File: config.mk
export PLATFORM = sky130hd
export DESIGN_NAME = cache_arbiter_flat
export DESIGN_NICKNAME = d
export VERILOG_FILES = /design/src/rtl/cache_arbiter_if.sv /design/src/rtl/cache_arbiter.sv /design/src/flat_wrapper.sv
export SDC_FILE = /design/constraint.sdc
export NUM_CORES = 1
export LEC_CHECK = 0
export ABC_AREA = 0
export CAP_MARGIN = 25
export CORE_AREA = 10 10 535 537
export DETAILED_ROUTE_END_ITERATION = 6
export DIE_AREA = 0 0 545 547
export SYNTH_ARGS = -nofsm -noshare
export SYNTH_HDL_FRONTEND = slang
export SYNTH_SLANG_ARGS = --single-unit
File: constraint.sdc
create_clock -name clk -period 1.62 [get_ports clk]
set_input_delay 0.324 -clock clk [delete_from_list [all_inputs] [get_ports clk]]
set_output_delay 0.324 -clock clk [all_outputs]
set_load 0.05 [all_outputs]
File: src/rtl/cache_arbiter_if.sv
// Bundle of the icache, dcache and memory-adaptor line ports
// that meet at the cache arbiter.
interface cache_arbiter_if #(
   parameter int ADDR_WIDTH = 32,
   parameter int LINE_WIDTH = 256
);
   logic                  icache_read;
   logic [ADDR_WIDTH-1:0] icache_address;
   logic [LINE_WIDTH-1:0] icache_rdata;
   logic                  icache_resp;

   logic                  dcache_read;
   logic                  dcache_write;
   logic [ADDR_WIDTH-1:0] dcache_address;
   logic [LINE_WIDTH-1:0] dcache_wdata;
   logic [LINE_WIDTH-1:0] dcache_rdata;
   logic                  dcache_resp;

   logic                  mem_read;
   logic                  mem_write;
   logic [ADDR_WIDTH-1:0] mem_address;
   logic [LINE_WIDTH-1:0] mem_wdata;
   logic [LINE_WIDTH-1:0] mem_rdata;
   logic                  mem_resp;

   modport slave (
      input  icache_read, icache_address,
      input  dcache_read, dcache_write,
      input  dcache_address, dcache_wdata,
      input  mem_rdata, mem_resp,
      output icache_rdata, icache_resp,
      output dcache_rdata, dcache_resp,
      output mem_read, mem_write,
      output mem_address, mem_wdata
   );

   modport master (
      output icache_read, icache_address,
      output dcache_read, dcache_write,
      output dcache_address, dcache_wdata,
      output mem_rdata, mem_resp,
      input  icache_rdata, icache_resp,
      input  dcache_rdata, dcache_resp,
      input  mem_read, mem_write,
      input  mem_address, mem_wdata
   );
endinterface

File: src/rtl/cache_arbiter.sv
// Round-robin arbiter sharing one line-sized memory port
// between the instruction and data caches.
module cache_arbiter #(
   parameter int ADDR_WIDTH = 32,
   parameter int LINE_WIDTH = 256
) (
   input logic           clk,
   input logic           rst,
   cache_arbiter_if.slave bus
);
   localparam logic [1:0] IDLE    = 2'd0;
   localparam logic [1:0] SERVE_I = 2'd1;
   localparam logic [1:0] SERVE_D = 2'd2;

   logic [1:0]            state;
   logic                  last_grant;
   logic                  req_i;
   logic                  req_d;
   logic                  rd;
   logic                  wr;
   logic [ADDR_WIDTH-1:0] addr;
   logic [LINE_WIDTH-1:0] wdata;

   assign req_i = bus.icache_read;
   assign req_d = bus.dcache_read | bus.dcache_write;

   always_ff @(posedge clk) begin
      if (!rst) begin
         state      <= IDLE;
         last_grant <= 1'b0;
      end else begin
         case (state)
            IDLE: begin
               // on a tie, serve whoever was not served last
               if (req_i && (!req_d || last_grant)) begin
                  state      <= SERVE_I;
                  last_grant <= 1'b0;
               end else if (req_d) begin
                  state      <= SERVE_D;
                  last_grant <= 1'b1;
               end
            end
            SERVE_I, SERVE_D: begin
               if (bus.mem_resp) state <= IDLE;
            end
            default: state <= IDLE;
         endcase
      end
   end

   always_comb begin
      rd              = 1'b0;
      wr              = 1'b0;
      addr            = '0;
      wdata           = '0;
      bus.icache_resp = 1'b0;
      bus.dcache_resp = 1'b0;
      case (state)
         SERVE_I: begin
            rd              = 1'b1;
            addr            = bus.icache_address;
            bus.icache_resp = bus.mem_resp;
         end
         SERVE_D: begin
            // read+write together is illegal; write wins
            rd              = bus.dcache_read & ~bus.dcache_write;
            wr              = bus.dcache_write;
            addr            = bus.dcache_address;
            wdata           = bus.dcache_wdata;
            bus.dcache_resp = bus.mem_resp;
         end
         default: ;
      endcase
   end

   assign bus.mem_read     = rd;
   assign bus.mem_write    = wr;
   assign bus.mem_address  = addr;
   assign bus.mem_wdata    = wdata;
   assign bus.icache_rdata = bus.mem_rdata;
   assign bus.dcache_rdata = bus.mem_rdata;
endmodule

File: src/flat_wrapper.sv
// flat-port wrapper written by rule: the top's interface ports become plain ports
module cache_arbiter_flat 
#(
   parameter int ADDR_WIDTH = 32,
   parameter int LINE_WIDTH = 256
)
  (clk, rst, bus_icache_read, bus_icache_address, bus_dcache_read, bus_dcache_write, bus_dcache_address, bus_dcache_wdata, bus_mem_rdata, bus_mem_resp, bus_icache_rdata, bus_icache_resp, bus_dcache_rdata, bus_dcache_resp, bus_mem_read, bus_mem_write, bus_mem_address, bus_mem_wdata);
  cache_arbiter_if #(.ADDR_WIDTH(ADDR_WIDTH), .LINE_WIDTH(LINE_WIDTH)) bus_i ();
  input logic clk;
  input logic rst;
  input wire logic [$bits(bus_i.icache_read)-1:0] bus_icache_read;
  input wire logic [$bits(bus_i.icache_address)-1:0] bus_icache_address;
  input wire logic [$bits(bus_i.dcache_read)-1:0] bus_dcache_read;
  input wire logic [$bits(bus_i.dcache_write)-1:0] bus_dcache_write;
  input wire logic [$bits(bus_i.dcache_address)-1:0] bus_dcache_address;
  input wire logic [$bits(bus_i.dcache_wdata)-1:0] bus_dcache_wdata;
  input wire logic [$bits(bus_i.mem_rdata)-1:0] bus_mem_rdata;
  input wire logic [$bits(bus_i.mem_resp)-1:0] bus_mem_resp;
  output wire logic [$bits(bus_i.icache_rdata)-1:0] bus_icache_rdata;
  output wire logic [$bits(bus_i.icache_resp)-1:0] bus_icache_resp;
  output wire logic [$bits(bus_i.dcache_rdata)-1:0] bus_dcache_rdata;
  output wire logic [$bits(bus_i.dcache_resp)-1:0] bus_dcache_resp;
  output wire logic [$bits(bus_i.mem_read)-1:0] bus_mem_read;
  output wire logic [$bits(bus_i.mem_write)-1:0] bus_mem_write;
  output wire logic [$bits(bus_i.mem_address)-1:0] bus_mem_address;
  output wire logic [$bits(bus_i.mem_wdata)-1:0] bus_mem_wdata;
  assign bus_i.icache_read = bus_icache_read;
  assign bus_i.icache_address = bus_icache_address;
  assign bus_i.dcache_read = bus_dcache_read;
  assign bus_i.dcache_write = bus_dcache_write;
  assign bus_i.dcache_address = bus_dcache_address;
  assign bus_i.dcache_wdata = bus_dcache_wdata;
  assign bus_i.mem_rdata = bus_mem_rdata;
  assign bus_i.mem_resp = bus_mem_resp;
  assign bus_icache_rdata = bus_i.icache_rdata;
  assign bus_icache_resp = bus_i.icache_resp;
  assign bus_dcache_rdata = bus_i.dcache_rdata;
  assign bus_dcache_resp = bus_i.dcache_resp;
  assign bus_mem_read = bus_i.mem_read;
  assign bus_mem_write = bus_i.mem_write;
  assign bus_mem_address = bus_i.mem_address;
  assign bus_mem_wdata = bus_i.mem_wdata;
  cache_arbiter #(.ADDR_WIDTH(ADDR_WIDTH), .LINE_WIDTH(LINE_WIDTH)) u_core (.clk(clk), .rst(rst), .bus(bus_i));
endmodule
=== Yosys cells after proc, flatten, opt, wreduce, memory -nomap -nowiden ===
Cells that the tools add are included.

* Output and inout bits: 804
* Word-level logic and storage cells: 29
* Bits of input ports: 582
* Flip-flop bits (word level): 3

* Equal/unequal tests: 4
* Reductions and logical operators: 8
* Bitwise operators: 3
* Mux-type cells: 12

{| class="wikitable"
|+ Operators with widths
! operator !! number
|-
| $mux 256 || 1
|-
| $pmux 32 s2 || 1
|-
| $mux 2 || 3
|-
| $mux 1 || 5
|-
| $pmux 2 s2 || 1
|-
| $reduce_and 2->1 || 2
|-
| $ne 3x1->1 const B || 1
|-
| $eq 2x1->1 const B || 1
|-
| $eq 2x2->1 const B || 1
|-
| $logic_not 2->1 || 1
|-
| $ne 2x2->1 const B || 1
|-
| $pmux 1 s2 || 1
|-
| $reduce_bool 2->1 || 1
|-
| $reduce_or 2->1 || 1
|-
| $and 1x1->1 || 1
|-
| $logic_and 1x1->1 || 1
|-
| $logic_not 1->1 || 1
|-
| $logic_or 1x1->1 || 1
|-
| $not 1->1 || 1
|-
| $or 1x1->1 || 1
|}

=== Depth between registers and ports, before layout ===
Gate-level depths: netlist of run 1.

* Depth in word-level cells: 6
* Depth in mapped cells: 6
* Gate-level depth less buffers: 5

=== Worst setup path before layout of run 1 ===
OpenSTA, ideal clock, no wires.

* Path kind: register -> output
* Start: register u_core.state[0]
* End: output port bus_mem_address[0]
* Stages on the path, launching flop included: 6
* Data required time: 1.296 ns
* Arrival time: 1.600 ns
* Slack: -0.304 ns
* Buffers on the path: 1
* Path through: dfxtp_1 inv_1 ha_1 inv_2 clkbuf_1 nor2_1

* Cells in the longest elaborated chain, start to end: 2
* Elaborated cells between the ends (all ways): 3
* Classes of those cells: eq/ne: 2; mux: 1

{| class="wikitable"
|+ RTL lines
! element !! line !! source
|-
| start: declaration || cache_arbiter.sv:15 || <nowiki>logic [1:0] state;</nowiki>
|-
| start signal: assignment || cache_arbiter.sv:29 || <nowiki>state <= IDLE;</nowiki>
|-
| start signal: assignment || cache_arbiter.sv:36 || <nowiki>state <= SERVE_I;</nowiki>
|-
| start signal: assignment || cache_arbiter.sv:39 || <nowiki>state <= SERVE_D;</nowiki>
|-
| $eq 2x2->1 / $eq 2x1->1 (equally long branches) || cache_arbiter.sv:58 || <nowiki>case (state)</nowiki>
|-
| $pmux 32 s2 (*) || cache_arbiter.sv:58 ||
|-
| end: declaration || flat_wrapper.sv:25 || <nowiki>output wire logic [$bits(bus_i.mem_address)-1:0] bus_mem_address;</nowiki>
|}

Mark *: on every way between the ends. The rest lies on a longest branch, timed or not.

=== Final worst setup path of run 1 ===
* Start: register u_core.state[0]
* End: output port bus_mem_address[7]

Same word-level chain as after synthesis.

==> qor.log, run 1 <==
qor: floorplan.die_w 545 um
qor: status.outcome finished, violations left
qor: finish.layout_common_cells sky130_fd_sc_hd__clkdlybuf4s50_1, sky130_fd_sc_hd__buf_12, sky130_fd_sc_hd__and2_4, sky130_fd_sc_hd__and2_2, sky130_fd_sc_hd__and2_1
qor: sta.timing.final.max_slew_violations 0
qor: sta.finalHoldViolations 0
qor: logic_synthesis.synth_area_leader sky130_fd_sc_hd__buf_4
qor: cts.worst_setup_hold_path_clk_slew 0.03 ns
qor: cts.clk_latency 0.23 ns
qor: grt.grt_antenna_before_repair 197
qor: job.max_cap_viol_count 0
qor: floorplan.floorplan.initialDensity 2.26%
qor: logic_synthesis.syn_area_per_cell 6.93 um2
qor: routing.wl_met1 42,100 um
qor: grt.gr-total-overflow 0
qor: placed_design.dp_hpwl 221,000 um
qor: power.power.ir.vdd_worst 0.310 mV
qor: cts.clockBufferDepth 2
qor: logic_synthesis.summed_instance_area_of_the_synthesized_netlist 0.00622 mm2
qor: cts.numClockSinks 3
qor: sta.timing.fmax 0.498 GHz
qor: floorplan.number_of_ports_placed_on_the_die_boundary 1,386
qor: sta.grt_setup_unrepaired yes
qor: finish.fillerInstances 32.2k
qor: routing.wl_met2 103,000 um
qor: setup_path.criticalPathCategory reg -> out
qor: setup_path.endpoint_kind output port
qor: floorplan.row_count 193
qor: setup_path.required 1.30 ns
qor: placed_design.place.port_buffers 617
qor: setup_path.timing.critical_path.cells inv_4 -> ha_4 -> buf_12 -> buf_12 -> buf_8 -> a22oi_2 -> nor2_4 -> buf_12
qor: cts.h-tree-depth 1
qor: logic_synthesis.ys_top_cells_by_area sky130_fd_sc_hd__buf_4, sky130_fd_sc_hd__and2_1, sky130_fd_sc_hd__a22oi_1
qor: logic_synthesis.postSynthCellCount 898
qor: logic_synthesis.postSynthRegisterBits 3
qor: min_path.beginning_of_the_worst_hold_path u_core.last_grant
qor: floorplan.die_h 547 um
qor: finish.multi_input_area 0.00302 mm2
qor: power.seq_power_share 0.8%
qor: logic_synthesis.synth-seq-area-share 0.965%
qor: finish.areaGrowthSynthToFinish 190%
qor: min_path.min_path_cells 1
qor: cts.cts_tree yes
qor: power.power_frac_clock 3.1%
qor: routing.dr.max_layer_used met5
qor: min_path.hold_path_end u_core.last_grant
qor: cts.ctsHoldBuffers 0
qor: grt.grt.total_usage 14.6%
qor: setup_path.r2r_cells 7
qor: logic_synthesis.syn_nets 1,483
qor: power.sw_frac_of_total 54.5%
qor: floorplan.area_of_the_die 0.298 mm2
qor: sta.fin_crit_share 124%
qor: status.violations setup timing
qor: routing.finalWirelength 231,000 um
qor: sta.worstMarginPinSlew 0.323 ns
qor: power.power_density 730 mW/mm2
qor: sta.hold-worst-slack 0.580 ns
qor: finish.drive_above_1_share 63.0%
qor: logic_synthesis.area_share_of_the_largest_cell_type_after_synthesis 62.2%
qor: grt.pin_count_of_the_biggest_net_entering_global_routing 54
qor: logic_synthesis.unique_masters_post_synth 21
qor: setup_path.critical-path-max-stage-delay 0.34 ns
qor: sta.maxSlewHeadroom 78.4%
qor: finish.layout.cells.most_common sky130_fd_sc_hd__clkdlybuf4s50_1
qor: power.p_comb_share 96.1%
qor: routing.route.vias.total 7,597
qor: logic_synthesis.yosysWarnings 0
qor: setup_path.critical_path_arrival 1.68 ns
qor: routing.detail_route.wl_per_cell 48.5 um
qor: routing.detail-route-antenna-nets 0
qor: sta.clock_skew 0.00343 ns
qor: sta.setup_viol 292
qor: setup_path.worstPathMaxFanout 8
qor: routing.detailed_router_iteration_count_before_antenna_repair 4
qor: finish.design.final.nets 1,611
qor: finish.area.sequential 62.6 um2
qor: sta.totalNegativeSetupSlack -80.33 ns
qor: setup_path.regToRegSetupSlack 0.10 ns
qor: routing.avgViaCountPerCell 1.59
qor: setup_path.slowest_stage sky130_fd_sc_hd__dfxtp_2
qor: power.p_int 6.00 mW
qor: setup_path.crit_path_most_repeated_cell sky130_fd_sc_hd__buf_12
qor: cts.clock_root_buffer sky130_fd_sc_hd__clkbuf_16
qor: grt.first_global_vias 7,454
qor: routing.drc_errors 0
qor: setup_path.timing.critical_path.from_type flop
qor: setup_path.critical_path.reg2reg.endpoint u_core.state[0]
qor: power.power.leakage 5.47 nW
qor: power.netSwitchingPower 7.20 mW
qor: placed_design.pre_cts_ws -0.230 ns
qor: routing.met3_wirelength 78,300 um
qor: placed_design.finalWeightedCongestion 0.829
qor: grt.first_pass_grt_wire_length 250,000 um
qor: routing.detail_route.iter0.violations 300
qor: sta.setup_slack -0.386 ns
qor: cts.tritoncts.num_buffers 3
qor: sta.final_period_minus_worst_setup_slack 2.01 ns
qor: setup_path.launch_point_of_the_worst_reg_to_reg_path u_core.state[0]
qor: min_path.hold_class reg -> reg
qor: floorplan.design.core.area 0.276 mm2
power by group through the flow:
stage | combinational, mW | clock, mW | sequential [mW]
global route | 13.2 | 0.418 | 0.103
CTS | 12.3 | 0.412 | 0.100
floorplan | 7.75 | 0 | 0.0940
detailed placement | 11.6 | 0 | 0.0973
finish | 12.7 | 0.407 | 0.102
global placement | 11.5 | 0 | 0.0961
layer usage:
layer / vias to the layer above / global-route usage, %
met5: - / 0
met4: 128 / 2.82
met3: 503 / 23.4
met2: 1504 / 23.6
met1: 2915 / 7.77
li1: 2547 / -
through the flow:
step | cells | instance area (um2) | power (mW) | utilization [%]
after floorplan | 898 | 6730 | 7.85 | -
after global placement | 4693 | 16800 | 11.6 | 6.08
after detailed placement | 4693 | 16800 | 11.7 | 6.08
after CTS | 4710 | 17400 | 12.8 | 6.30
after global routing | 4735 | 18000 | 13.7 | 6.53
final | 4766 | 18100 | 13.2 | 6.56
worst max-delay path by stage:
stage	from	to	slack (ns)
2_1_floorplan	u_core.state[0]	bus_mem_address[10]	-0.03
3_3_place_gp	u_core.state[0]	bus_mem_address[24]	-0.17
3_5_place_dp	u_core.state[0]	bus_mem_address[24]	-0.23
4_1_cts	u_core.state[0]	bus_mem_wdata[186]	-0.41
5_1_grt	u_core.state[0]	bus_mem_address[7]	-0.43
6_report	u_core.state[0]	bus_mem_address[7]	-0.39
Yosys cell counts, drive strengths merged:
master  instances
dfxtp           3
a21oi           1
a22oi          32
a31oi           1
inv             4
nand2           2
o211a           1
buf           523
o22ai           1
o221ai          1
nor2b           2
nand3           1
ha              3
o21ai           1
and2          259
nor2           34
clkbuf         28
o2111a          1
state kept, by name, summed over array words and instances (netlist names):
signal             cells
u_core.state           2
u_core.last_grant      1
logic make-up after synthesis:
group           count (synthesis)  share of synthesized area, %
compound gates                 39                          4.70
fa+ha+maj                       3                         0.603
buf+inv                       555                          65.2
flops                           3                         0.965
simple gates                  298                          28.5
timing repair:
item	CTS	global route
endpoints found under the setup margin	292	294
pin swaps	12	9
buffers inserted	7	9
cloned	6	12
resized for setup	109	121
final cells by class:
cell class	count	share of cell area (%)
timing repair buffer	674	56.2
tap	3705	25.7
multi-input combinational	340	16.7
antenna	36	0.498
clock buffer	4	0.436
sequential	3	0.346
inverter	4	0.138
worst max-delay path, delay by kind of cell, from the launching register on:
kind	cells	cell delay, ns
buffers and inverters	5	0.63
DFF	1	0.34
AOI/OAI and AO/OA	1	0.22
adders and majority gates	1	0.17
and+or+nand+nor	1	0.05
(Power assumes the default switching activity.)
==> inputs of run 2 (changes only) <==
Settings changed: CORE_AREA 10 10 535 537 to 2 2 542 544, DIE_AREA 0 0 545 547 to 0 0 544 546.
==> run 2 against run 1 <==
- the flow still finishes with violations (setup timing)
- core utilization decreased by 0.47 points
- power decreased by 12%
- wire length decreased by 10%
- die area decreased by 0.37%
- design area decreased by 1.6%
- critical path depth decreased by 2
- flip-flop and latch count unchanged
- register-to-register slack got worse by 0.03 ns
- critical path type unchanged
- largest cell class unchanged
==> qor.log, run 2 (synthesized netlist as in run 1, its figures left out) <==
qor: placed_design.dp_hpwl 202,000 um [-8.9%]
qor: sta.maxSlewHeadroom 58.9% [-19 points]
qor: status.violations setup timing
qor: setup_path.worstPathMaxFanout 28 [+20]
qor: floorplan.area_of_the_die 0.297 mm2 [-0.37%]
qor: finish.areaGrowthSynthToFinish 186%
qor: cts.worst_setup_hold_path_clk_slew 0.03 ns [about the same]
qor: routing.finalWirelength 208,000 um [-10%]
qor: routing.detailed_router_iteration_count_before_antenna_repair 4 [unchanged]
qor: cts.clk_latency 0.23 ns [about the same]
qor: power.total_power 11.7 mW [-12%]
qor: sta.timing.fmax 0.493 GHz [-1.1%]
qor: grt.first_global_vias 6,814 [-8.6%]
qor: grt.globalRouteMet1Util 8.02% [+0.24 points]
qor: routing.detail-route-antenna-nets 0 [unchanged]
qor: routing.drc_errors 0 [unchanged]
qor: status.outcome finished, violations left
qor: sta.fin_crit_share 125% [+1.4 points]
qor: cts.h-tree-depth 1 [unchanged]
qor: setup_path.crit_path_most_repeated_cell sky130_fd_sc_hd__buf_12
qor: setup_path.required 1.30 ns [about the same]
qor: floorplan.die_w 544 um [-0.18%]
qor: placed_design.pre_cts_ws -0.441 ns [-0.211 ns]
qor: grt.grtUsageMet3 21.8% [-1.5 points]
qor: sta.setup_slack -0.408 ns [-0.0222 ns]
qor: finish.largest-register u_core.state
qor: power.power.leakage 5.24 nW [-4.3%]
qor: cts.clock_root_buffer sky130_fd_sc_hd__clkbuf_16
qor: power.power_density 655 mW/mm2 [-10%]
qor: finish.layout.cells.most_common sky130_fd_sc_hd__clkdlybuf4s50_1
qor: cts.cts_tree yes
qor: finish.largest_reg_flops 2 [unchanged]
qor: grt.global_route.usage.met2 20.0% [-3.6 points]
qor: finish.fillerInstances 34.2k [+6.3%]
qor: cts.clockBufferDepth 2 [unchanged]
qor: finish.drive_above_1_share 62.6% [-0.44 points]
qor: sta.grt_setup_unrepaired yes
qor: floorplan.die_h 546 um [-0.18%]
qor: routing.avgViaCountPerCell 1.43 [-10%]
qor: setup_path.slowest_stage sky130_fd_sc_hd__a22oi_2
qor: setup_path.critical_path_buf_inv_count 3 [-2]
qor: setup_path.timing.critical_path.max_delay_family buffers and inverters
qor: cts.ctsHoldBuffers 0 [unchanged]
qor: job.max_cap_viol_count 0 [unchanged]
qor: min_path.hold_class reg -> reg
qor: cts.numClockSinks 3 [unchanged]
qor: finish.layout_top_registers u_core.state x2, u_core.last_grant x1
qor: routing.detail_route.iter0.violations 241 [-20%]
qor: setup_path.critical_path_arrival 1.70 ns [+0.02 ns]
qor: setup_path.timing.critical_path.from_type flop
qor: sta.worstMarginPinSlew 0.614 ns [+0.291 ns]
qor: grt.grt.total_usage 13.4% [-1.1 points]
qor: sta.hold-worst-slack 0.534 ns [-0.0455 ns]
qor: routing.route.vias.total 7,112 [-6.4%]
qor: cts.tritoncts.num_buffers 3 [unchanged]
qor: floorplan.number_of_ports_placed_on_the_die_boundary 1,386 [unchanged]
qor: grt.globalRoute.busiestLayer met3
qor: sta.final_period_minus_worst_setup_slack 2.03 ns [+0.0222 ns]
qor: grt.first_pass_grt_wire_length 225,000 um [-10%]
qor: routing.detail_route.wl_per_cell 41.9 um [-14%]
qor: finish.layout_common_cells sky130_fd_sc_hd__clkdlybuf4s50_1, sky130_fd_sc_hd__buf_12, sky130_fd_sc_hd__and2_2, sky130_fd_sc_hd__and2_4, sky130_fd_sc_hd__nor2_4
qor: placed_design.post-place-cells 4,916 [+4.8%]
qor: setup_path.criticalPathCategory reg -> out
qor: placed_design.finalWeightedCongestion 0.853 [+2.8%]
qor: power.power.ir.vdd_worst 0.556 mV [+79%]
qor: sta.setup_viol 295 [+1.0%]
qor: setup_path.endpoint_kind output port
qor: placed_design.place.port_buffers 617 [unchanged]
qor: sta.clock_skew 0.000230 ns [-0.00320 ns]
qor: floorplan.floorplan.initialDensity 2.13% [-0.13 points]
qor: grt.pin_count_of_the_biggest_net_entering_global_routing 36 [-33%]
qor: sta.finalHoldViolations 0 [unchanged]
qor: floorplan.row_count 199 [+3.1%]
qor: finish.finalNonFillerCells 4,957 [+4.0%]
qor: floorplan.design.core.area 0.292 mm2 [+6.0%]
qor: grt.grt_antenna_before_repair 182 [-7.6%]
qor: grt.gr-total-overflow 0 [unchanged]
qor: sta.timing.final.max_slew_violations 0 [unchanged]
qor: finish.design.final.nets 1,599 [-0.74%]
qor: setup_path.critical-path-max-stage-delay 0.35 ns [about the same]
qor: setup_path.timing.critical_path.cells buf_4 -> ha_4 -> buf_12 -> a22oi_2 -> nor2_4 -> buf_12
==> run 2: timing repair <==
item | CTS | global route
setup buffers | 4 | 4
cloned | 3 | 1
pin swaps | 2 | 6
resized for setup | 78 | 36
setup endpoints to repair | 295 | 295
==> run 2: worst paths after layout <==
check	start	endpoint	slack, ns	depth (start not counted)
max reg2reg	u_core.state[0]	u_core.state[1]	0.07	7
min	u_core.last_grant	u_core.last_grant	0.53	1
min reg2reg	u_core.last_grant	u_core.last_grant	0.53	1
max	u_core.state[0]	bus_mem_address[30]	-0.41	6
==> run 2: stage by stage <==
| stage | cell area, um2 | utilization, % | setup TNS, ns |
|---|---|---|---|
| after global placement | 17100 | 5.85 | -39.46 |
| after floorplan | 6730 | - | -0.285 |
| final | 17800 | 6.09 | -77.72 |
| after global routing | 17700 | 6.07 | -95.69 |
| after detailed placement | 17100 | 5.85 | -39.46 |
| after CTS | 17500 | 6.00 | -88.70 |
==> run 2: cell type report <==
class	count	area, um2	share of cell area (%)
clock buffers	4	78.8	0.443
flip-flops and latches	3	62.6	0.352
multi-input cells	340	2860	16.1
diodes	25	62.6	0.352
well taps	3919	4900	27.6
repair buffers	662	9790	55.1
inverters	4	25.0	0.141
==> run 2: worst reg2reg max path: cells and delay by family (launching register included) <==
kind / cells / cell delay [ns]
buffers and inverters: 4 / 0.39
AO/OA/AOI/OAI: 2 / 0.48
adder cells (fa/ha/maj): 1 / 0.29
flip-flops: 1 / 0.34
==> run 2: power by group <==
group / switching (mW) / leakage [nW] / total [mW] / internal (mW)
logic: 6.08 / 5.17 / 11.2 / 5.07
clock network: 0.0740 / 0.0383 / 0.399 / 0.325
registers: 0.0116 / 0.0256 / 0.100 / 0.0888
==> run 2: routing by layer <==
metal | share of wire, % | vias to the layer above
met3 | 35 | 425
met2 | 41 | 1474
met4 | 2.9 | 74
met5 | 0.24 | -
li1 | - | 2491
met1 | 20 | 2648
==> inputs of run 3 (changes only) <==
Settings changed: ABC_AREA 0 to default.
==> results of run 3 <==
No change in the layout: final DEF, timing and power equal those of run 2.
